==> config.mk <==
export PLATFORM = sky130hd
export DESIGN_NAME = display_sequencer_flat
export DESIGN_NICKNAME = d
export VERILOG_FILES = /design/src/rtl/display_sequencer_pkg.sv /design/src/rtl/display_sequencer_if.sv /design/src/rtl/display_sequencer_timer.sv /design/src/rtl/display_sequencer.sv /design/src/flat_wrapper.sv
export SDC_FILE = /design/constraint.sdc
export NUM_CORES = 1
export LEC_CHECK = 0
export ABC_AREA = 0
export BUFFER_PORTS_ARGS = -buffer_cell sky130_fd_sc_hd__buf_2
export CORE_MARGIN = 1
export CORE_UTILIZATION = 55
export CTS_BUF_LIST = sky130_fd_sc_hd__clkbuf_16
export DETAILED_ROUTE_END_ITERATION = 6
export PLACE_DENSITY_LB_ADDON = 0.15
export SETUP_SLACK_MARGIN = 0.4
export SYNTH_ARGS = -nofsm -noshare
export SYNTH_HDL_FRONTEND = slang
export SYNTH_SLANG_ARGS = --single-unit
export TNS_END_PERCENT = 30
==> constraint.sdc <==
create_clock -name clk -period 2.75 [get_ports clk]
set_input_delay 0.1375 -clock clk [delete_from_list [all_inputs] [get_ports clk]]
set_output_delay 0.1375 -clock clk [all_outputs]
set_load 0.05 [all_outputs]
==> src/rtl/display_sequencer_pkg.sv <==
// Shared constants for the safe-lock display path.
// Contents:
//   MODE_*        one-hot display mux select codes
//   state_t       sequencer state encoding
//   DEF_*         default cycle counts for a 50 MHz clock
//   max_u         helper used to size the shared timer width
package display_sequencer_pkg;

  localparam logic [2:0] MODE_ERR   = 3'b001;
  localparam logic [2:0] MODE_CODE  = 3'b010;
  localparam logic [2:0] MODE_BLANK = 3'b100;

  typedef enum logic [1:0] {
    ST_IDLE  = 2'd0,
    ST_ENTRY = 2'd1,
    ST_ERROR = 2'd2,
    ST_OPEN  = 2'd3
  } state_t;

  localparam int unsigned DEF_ERR_CYCLES     = 150_000_000;
  localparam int unsigned DEF_BLINK_CYCLES   = 25_000_000;
  localparam int unsigned DEF_TIMEOUT_CYCLES = 500_000_000;

  function automatic int unsigned max_u(input int unsigned a, input int unsigned b);
    return (a > b) ? a : b;
  endfunction

endpackage

==> src/rtl/display_sequencer_if.sv <==
// Keypad / lock-FSM / display-mux signal bundle for display_sequencer.
// Signals:
//   digit_valid, digit      keypad digit pulse and BCD value
//   clear_btn               clear request pulse
//   verify_pass/fail        lock FSM verdict pulses
//   display_mode            one-hot mux select (err/code/blank)
//   entered_code            four entered nibbles, newest in [3:0]
//   digit_count             number of digits held (0..4)
//   code_ready              four digits held while entering
//   err_active              error indication in progress
// Modports: master drives the requests, slave is the sequencer.
interface display_sequencer_if;
  import display_sequencer_pkg::*;

  logic        digit_valid;
  logic [3:0]  digit;
  logic        clear_btn;
  logic        verify_pass;
  logic        verify_fail;
  logic [2:0]  display_mode;
  logic [15:0] entered_code;
  logic [2:0]  digit_count;
  logic        code_ready;
  logic        err_active;

  modport master (
    output digit_valid, digit, clear_btn, verify_pass, verify_fail,
    input  display_mode, entered_code, digit_count, code_ready, err_active
  );

  modport slave (
    input  digit_valid, digit, clear_btn, verify_pass, verify_fail,
    output display_mode, entered_code, digit_count, code_ready, err_active
  );

endinterface

==> src/rtl/display_sequencer_timer.sv <==
// seq_timer: loadable saturating down-counter.
// Ports:
//   clk, rst_n    clock and asynchronous active-low reset
//   load          load load_value this cycle (wins over counting)
//   load_value    start value; expired rises load_value cycles after the load
//   expired       high while the count sits at zero
module seq_timer #(
  parameter int unsigned WIDTH = 8
) (
  input  logic             clk,
  input  logic             rst_n,
  input  logic             load,
  input  logic [WIDTH-1:0] load_value,
  output logic             expired
);

  logic [WIDTH-1:0] count;

  // Counting stops at zero so a stale timer never wraps into a fresh interval.
  always_ff @(posedge clk or negedge rst_n) begin
    if (!rst_n) begin
      count <= '0;
    end else if (load) begin
      count <= load_value;
    end else if (count != '0) begin
      count <= count - WIDTH'(1);
    end
  end

  assign expired = (count == '0);

endmodule

==> src/rtl/display_sequencer.sv <==
// display_sequencer: collects keypad digits, drives the display mux mode,
// blinks the error indication and clears stale entries on inactivity.
// Ports:
//   clk, rst_n    clock and asynchronous active-low reset
//   bus (slave)   keypad/lock inputs and display outputs, see the interface
// Parameters: ERR_CYCLES (error length), BLINK_CYCLES (blink half-period),
//   TIMEOUT_CYCLES (entry inactivity limit), all in clock cycles.
module display_sequencer
  import display_sequencer_pkg::*;
#(
  parameter int unsigned ERR_CYCLES     = DEF_ERR_CYCLES,
  parameter int unsigned BLINK_CYCLES   = DEF_BLINK_CYCLES,
  parameter int unsigned TIMEOUT_CYCLES = DEF_TIMEOUT_CYCLES
) (
  input logic               clk,
  input logic               rst_n,
  display_sequencer_if.slave bus
);

  localparam int unsigned MAX_CYC = max_u(ERR_CYCLES, TIMEOUT_CYCLES);
  localparam int TW = (MAX_CYC > 1) ? $clog2(MAX_CYC) : 1;
  localparam int BW = $clog2(BLINK_CYCLES + 1);
  localparam logic [BW-1:0] BLINK_LAST = BW'(BLINK_CYCLES - 1);

  state_t      state, state_n;
  logic [15:0] code, code_n;
  logic [2:0]  count, count_n;
  logic [BW-1:0] blink_cnt, blink_cnt_n;
  logic        blink_phase, blink_phase_n;
  logic [2:0]  mode_q, mode_n;
  logic        ready_q, err_q;
  logic        load_timeout, load_err;
  logic        timeout_expired, err_expired;
  logic        digit_ok, full;

  assign digit_ok = bus.digit_valid && (bus.digit <= 4'd9);
  assign full     = (count == 3'd4);

  // Timers are loaded with N-1 so the state changes on the Nth edge after the load.
  seq_timer #(.WIDTH(TW)) u_timeout (
    .clk(clk), .rst_n(rst_n), .load(load_timeout),
    .load_value(TW'(TIMEOUT_CYCLES - 1)), .expired(timeout_expired)
  );

  seq_timer #(.WIDTH(TW)) u_err (
    .clk(clk), .rst_n(rst_n), .load(load_err),
    .load_value(TW'(ERR_CYCLES - 1)), .expired(err_expired)
  );

  // Next-state logic; the if-chains encode fail > pass > clear > digit, with
  // the inactivity timeout only acting when nothing else did.
  always_comb begin
    state_n       = state;
    code_n        = code;
    count_n       = count;
    blink_cnt_n   = blink_cnt;
    blink_phase_n = blink_phase;
    load_timeout  = 1'b0;
    load_err      = 1'b0;
    case (state)
      ST_IDLE: begin
        if (digit_ok) begin
          state_n      = ST_ENTRY;
          code_n       = {12'h000, bus.digit};
          count_n      = 3'd1;
          load_timeout = 1'b1;
        end
      end
      ST_ENTRY: begin
        if (bus.verify_fail && full) begin
          state_n       = ST_ERROR;
          code_n        = '0;
          count_n       = '0;
          load_err      = 1'b1;
          blink_cnt_n   = '0;
          blink_phase_n = 1'b0;
        end else if (bus.verify_pass && full) begin
          state_n = ST_OPEN;
        end else if (bus.clear_btn) begin
          state_n = ST_IDLE;
          code_n  = '0;
          count_n = '0;
        end else if (digit_ok && !full) begin
          code_n       = {code[11:0], bus.digit};
          count_n      = count + 3'd1;
          load_timeout = 1'b1;
        end else if (timeout_expired) begin
          state_n = ST_IDLE;
          code_n  = '0;
          count_n = '0;
        end
      end
      ST_ERROR: begin
        if (err_expired) begin
          state_n = ST_IDLE;
        end else if (blink_cnt == BLINK_LAST) begin
          blink_cnt_n   = '0;
          blink_phase_n = ~blink_phase;
        end else begin
          blink_cnt_n = blink_cnt + BW'(1);
        end
      end
      ST_OPEN: begin
        if (bus.clear_btn) begin
          state_n = ST_IDLE;
          code_n  = '0;
          count_n = '0;
        end
      end
      default: state_n = ST_IDLE;
    endcase
  end

  // Mode is decoded from the next state so the mux select comes straight off a flop.
  always_comb begin
    mode_n = MODE_BLANK;
    case (state_n)
      ST_ENTRY, ST_OPEN: mode_n = MODE_CODE;
      ST_ERROR:          mode_n = blink_phase_n ? MODE_BLANK : MODE_ERR;
      default:           mode_n = MODE_BLANK;
    endcase
  end

  always_ff @(posedge clk or negedge rst_n) begin
    if (!rst_n) begin
      state       <= ST_IDLE;
      code        <= '0;
      count       <= '0;
      blink_cnt   <= '0;
      blink_phase <= 1'b0;
      mode_q      <= MODE_BLANK;
      ready_q     <= 1'b0;
      err_q       <= 1'b0;
    end else begin
      state       <= state_n;
      code        <= code_n;
      count       <= count_n;
      blink_cnt   <= blink_cnt_n;
      blink_phase <= blink_phase_n;
      mode_q      <= mode_n;
      ready_q     <= (state_n == ST_ENTRY) && (count_n == 3'd4);
      err_q       <= (state_n == ST_ERROR);
    end
  end

  assign bus.display_mode = mode_q;
  assign bus.entered_code = code;
  assign bus.digit_count  = count;
  assign bus.code_ready   = ready_q;
  assign bus.err_active   = err_q;

endmodule
==> src/flat_wrapper.sv <==
// flat-port wrapper written by rule: the top's interface ports become plain ports
module display_sequencer_flat import display_sequencer_pkg::*;
#(
  parameter int unsigned ERR_CYCLES     = DEF_ERR_CYCLES,
  parameter int unsigned BLINK_CYCLES   = DEF_BLINK_CYCLES,
  parameter int unsigned TIMEOUT_CYCLES = DEF_TIMEOUT_CYCLES
)
  (clk, rst_n, bus_digit_valid, bus_digit, bus_clear_btn, bus_verify_pass, bus_verify_fail, bus_display_mode, bus_entered_code, bus_digit_count, bus_code_ready, bus_err_active);
  display_sequencer_if bus_i ();
  input logic clk;
  input logic rst_n;
  input wire logic [$bits(bus_i.digit_valid)-1:0] bus_digit_valid;
  input wire logic [$bits(bus_i.digit)-1:0] bus_digit;
  input wire logic [$bits(bus_i.clear_btn)-1:0] bus_clear_btn;
  input wire logic [$bits(bus_i.verify_pass)-1:0] bus_verify_pass;
  input wire logic [$bits(bus_i.verify_fail)-1:0] bus_verify_fail;
  output wire logic [$bits(bus_i.display_mode)-1:0] bus_display_mode;
  output wire logic [$bits(bus_i.entered_code)-1:0] bus_entered_code;
  output wire logic [$bits(bus_i.digit_count)-1:0] bus_digit_count;
  output wire logic [$bits(bus_i.code_ready)-1:0] bus_code_ready;
  output wire logic [$bits(bus_i.err_active)-1:0] bus_err_active;
  assign bus_i.digit_valid = bus_digit_valid;
  assign bus_i.digit = bus_digit;
  assign bus_i.clear_btn = bus_clear_btn;
  assign bus_i.verify_pass = bus_verify_pass;
  assign bus_i.verify_fail = bus_verify_fail;
  assign bus_display_mode = bus_i.display_mode;
  assign bus_entered_code = bus_i.entered_code;
  assign bus_digit_count = bus_i.digit_count;
  assign bus_code_ready = bus_i.code_ready;
  assign bus_err_active = bus_i.err_active;
  display_sequencer #(.ERR_CYCLES(ERR_CYCLES), .BLINK_CYCLES(BLINK_CYCLES), .TIMEOUT_CYCLES(TIMEOUT_CYCLES)) u_core (.clk(clk), .rst_n(rst_n), .bus(bus_i));
endmodule
; ---- Yosys cells after proc, flatten, opt, wreduce, memory -nomap -nowiden
; Cells that the tools add are included.
; W data, S select, Z words.
[totals]
reg_bits = 110
inputBits = 10
output_inout_bits = 24
word_cells = 96
[op_classes]
n_addsub = 4
n_lt_le_gt_ge = 1
n_eq_ne = 15
muxes = 47
n_bitwise = 1
n_reduce_logical = 18
[op_table]
columns = operator, count
row1 = $mux W29, 4
row2 = $mux W16, 7
row3 = $mux W25, 3
row4 = $logic_not A29 Y1, 2
row5 = $reduce_bool A29 Y1, 2
row6 = $sub A29 B1 Y29 const B, 2
row7 = $pmux W25 S2, 1
row8 = $pmux W16 S3, 1
row9 = $add A25 B1 Y25 const B, 1
row10 = $eq A25 B25 Y1 const B, 1
row11 = $mux W3, 8
row12 = $mux W2, 8
row13 = $mux W1, 10
row14 = $pmux W3 S3, 1
row15 = $eq A2 B2 Y1 const B, 4
row16 = $pmux W2 S4, 1
row17 = $eq A3 B3 Y1 const B, 2
row18 = $pmux W3 S2, 1
row19 = $reduce_bool A2 Y1, 3
row20 = $logic_and A1 B1 Y1, 5
row21 = $ne A5 B2 Y1 const B, 1
row22 = $reduce_and A5 Y1, 1
row23 = $eq A2 B1 Y1 const B, 2
row24 = $le A4 B4 Y1 const B, 1
row25 = other kinds (11), 14

; ---- Logic depth before layout (Yosys ltp)
[depth]
depth_word = 11
ltp_mapped = 10
ltp_nobuf = 9

; ---- Modules after synthesis
; A second synthesis with hierarchy kept.
[unflattened]
cells_unflattened = 748
area_unflattened_um2 = 6774.0
[by_module_without_submodules]
columns = module, instances, cells_per_inst, area_per_inst_um2, seq_area_each_um2
row1 = display_sequencer, 1, 333, 3123.0, 1277.5
row2 = seq_timer at u_core.u_timeout, 1, 215, 1888.1, 725.7
row3 = seq_timer at u_core.u_err, 1, 200, 1762.9, 725.7

; ---- Least setup slack after synthesis
; Ideal clock, no wire load.
[synth_path]
kind = reg2reg
from = reg u_core.u_err.count[19]
to = reg u_core.blink_cnt[19]
setup_ns = 0.129
arrival_time_ns = 2.417
required_ns = 2.621
slack_ns = 0.204
path_stages_with_launch = 10
path_buffers = 3
period_less_slack_ns = 2.546
path_cell_list = dfrtp_1 > or4_4 > or3_1 > buf_6 > nor4_4 > a21o_2 > or2_1 > buf_2 > buf_6 > o21ai_0
[synth_between]
elab_chain_cells = 3
[synth_lines]
columns = element, line
row1 = "start, declared", display_sequencer_timer.sv:17  ; logic [WIDTH-1:0] count;
row2 = "start signal, assigned", display_sequencer_timer.sv:24  ; count <= load_value;
row3 = "start signal, assigned", display_sequencer_timer.sv:26  ; count <= count - WIDTH'(1);
row4 = $logic_not A29 Y1, display_sequencer_timer.sv:30  ; assign expired = (count == '0);
row5 = $ne A2 B2 Y1 (no line), n/a
row6 = $reduce_and A3 Y1 (no line), n/a
row7 = "end signal, assigned", display_sequencer.sv:138  ; blink_cnt <= blink_cnt_n;
row8 = "end, declared", display_sequencer.sv:28  ; logic [BW-1:0] blink_cnt, blink_cnt_n;
; Every way passes these cells.
; A chain may end at the register's enable or synchronous reset.

; ---- Worst setup path after layout
[layout_path]
from = reg u_core.u_err.count[19]
to = reg u_core.u_err.count[4]
[layout_between]
elab_chain_cells = 2
[layout_lines]
columns = element, line
row1 = $reduce_bool A29 Y1, display_sequencer_timer.sv:25  ; end else if (count != '0) begin
row2 = $reduce_bool A2 Y1 (no line), n/a
; Every way passes these cells.

==> run metrics <==
drt wl/cell=around 16 µm; Iter 0 DRT Violations=320; Synth area leaders=dfrtp_1 (46%), nand2_1 (6.1%), o21ai_0 (4.7%); Clock Tree Buf Depth=2; RR Startpoint=u_core.u_err.count[19]; worst clock skew=between 0.009 and 0.01 ns; n_diodes=0; worst stage delay on the critical path=between 0.5 and 0.6 ns; # rows=37; Syn-to-layout area delta=18.63%; Synth top area share=45.62%; # port buffers=33; initial antenna violation count=0; Crit. Startpoint=u_core.u_err.count[19]; Final Wtd Congestion=roughly 0.87; hpwl dp=approximately 9000 µm; power per cell area=668.0 nW/µm²; slowest cell on the critical path=or4_4; vias=slightly above 5,000; fmax=0.4034 GHz; Post-synth EDFFs=0; hold_ws=0.04744 ns; I/O pins=34; final hold violations=0; final antenna-violating net count=0; CTS root buffer=clkbuf_16; Clk pin slew, worst setup/hold paths=~0.060 ns; total clock buffers created by CTS=9; fin crit period=about 2.5 ns; Clock Latency Late Sink=between 0.3 and 0.4 ns; Yosys warning count=0; most frequent cells in the layout=dfrtp_1 (108), nand2_1 (96), nor2_1 (60), o21ai_0 (48), buf_4 (37); chip height=105.8 µm; full die area=~11,000 µm²; DR WL met3=~640 µm; TNS Setup=0 ns; Max FO, Critical Path=9; crit path launch type=flip-flop; hold wc startpoint=bus_digit[0]; Final period util=90.13%; largest net degree at the start of global routing=67; Mean Syn Cell Area=about 8.9 µm²; post-synthesis sequential area ratio=between 40% and 50%; Critical Path End Type=flip-flop; vias per cell=5.932; Pleak=roughly 2.8 nW; largest area contributor in the netlist=dfrtp_1; placed inst area=between 6000 and 7000 µm²; gr usage total=a little over a quarter; Slew Limit Fails=0; DRC=0; routed wl met2=between 6000 and 7000 µm; Most used DFF post-synth=dfrtp_1; total congestion overflow=0; Die Width=105.8 µm; DRT Wirelength=~14,000 µm; DR top layer=met4; crit-path cells=or4_4 > or3_4 > o41ai_2 > buf_4 > nor2_1 > xnor2_1 > nand2_1; Pre-antenna DRT Iters=6; Syn Nets=683; Maximum Capacitance Violations=0; Finish-stage setup viols=0; Worst Path Required=a little under 3 ns; Num Clock Sinks=between 100 and 150; Nets=748; RSZ-0062 raised after global routing=yes; worst IR drop on VDD=0.0006061 V; fraction of layout cells with a size suffix above 1=a little under a fifth; Crit path arrival time=2.68 ns; Slew @ Worst Pin=between 0.7 and 0.8 ns; Yosys cell types=64; vias in the first global route=around 4,700; CTS tree=yes; Post-synth ARST share=100.0%; initial cell density of the core=between 50% and 60%; post-route design area=7028 µm²; Cell Area, Synth=about 5900 µm²; global-route wire length before repair=approximately 23,000 µm; slew margin rel.=about 50%; Hold WC Path Type=primary input to flip-flop; synthesized flop and latch total=roughly 110; most common cell after layout, fill and taps aside=dfrtp_1; H-tree depth=3; Mapped Cells=roughly 660; status=finished, final reports clean; routed length on met1=6597 µm; core area=approximately 10,000 µm²; Setup Crit Path Kind=flip-flop to flip-flop
[per-layer routing]
metal / GRT usage [%] / vias up
li1: - / 2496
met2: 39.87 / 119
met5: 0 / -
met4: 9.226 / 0
met3: 6.308 / 18
met1: 35.97 / 2528
[power breakdown]
group / total (mW) / internal (mW) / leakage, nW / switching (mW)
Clock: 1.26 / 0.691 / 0.133 / 0.566
Sequential: 1.99 / 1.79 / 1.29 / 0.197
Combinational: 1.45 / 0.518 / 1.39 / 0.930
[cell type report]
type                       instances  area, µm²
inverter                          20      75.07
fill                             822       3342
multi-input combinational        508       3177
clock buffer                       9      225.2
timing repair buffer              81      595.6
sequential                       109       2729
clock inverter                     7      56.30
tap                              136      170.2
[what timing repair did]
| item | in CTS | in global routing |
|---|---|---|
| pin swaps | 7 | 11 |
| buffers inserted | 11 | 9 |
| cloned | 3 | 1 |
| resized for setup | 15 | 33 |
| hold endpoints to repair | 43 | 0 |
| endpoints found under the setup margin | 60 | 82 |
| hold buffers | 1 | 0 |
[cells in the mapped netlist (all sizes together) (8+ instances only)]
cell type and n:
nand2 96, nor2 60, buf 9, and2 11
a21oi 26, nor4 16, or3 9, o31ai 11
nor3 26, clkbuf 19, nand3 30, o21ai 56
dfrtp 108, xnor2 28, nand4 16, and3 10
ha 9, inv 20, nand2b 8, xor2 15
nor2b 10
[cell families (layout without fill, tap and decap cells)]
family	count (synthesis)	count (layout)	synth area share, %
AND/OR/NAND/NOR	330	331	28.91
AO/OA/AOI/OAI	124	124	13.01
flip-flops	109	109	46.06
buffers and inverters	48	117	3.590
XOR/XNOR	43	43	6.357
adder cells (fa/ha/maj)	9	9	1.901
multiplexers	1	1	0.1690
[state kept, by name, summed over array words and instances, names as in the netlist, 3 cells and up]
signal / cells
u_core.bus.entered_code: 16
u_core.u_err.count: 29
u_core.u_timeout.count: 29
u_core.bus.display_mode: 3
u_core.blink_cnt: 25
u_core.bus.digit_count: 3
[metrics by stage]
| stage | util, % | setup WS, ns | std cells | total power, mW |
|---|---|---|---|---|
| 5_1_grt | 67.77 | 0.2133 | 870 | 4.956 |
| 6_report | 67.77 | 0.2713 | 870 | 4.695 |
| 3_5_place_dp | 61.06 | 0.1138 | 829 | 3.267 |
| 4_1_cts | 65.38 | 0.2473 | 860 | 4.593 |
| 2_1_floorplan | - | 0.2083 | 664 | 2.914 |
| 3_3_place_gp | 61.06 | 0.1894 | 829 | 3.224 |
[critical path: cells and delay by family (launching register included)]
| kind | cells | cell delay, ns |
|---|---|---|
| compound gates | 1 | 0.41 |
| xor+xnor | 1 | 0.21 |
| flops | 1 | 0.38 |
| buf+inv | 1 | 0.23 |
| simple gates | 4 | 1.11 |
[final timing paths]
kind,cells after the start,end,slack (ns)
setup / recovery,7,u_core.u_err.count[4],0.27
hold / removal,3,u_core.bus.entered_code[0],0.05
setup reg to reg,7,u_core.u_err.count[4],0.27
hold reg to reg,2,u_core.bus.entered_code[13],0.47
max in group asynchronous,3,u_core.bus.display_mode[2],1.65
min in group asynchronous,2,u_core.u_timeout.count[9],0.32
No activity file was read; power rests on OpenSTA's default activity.
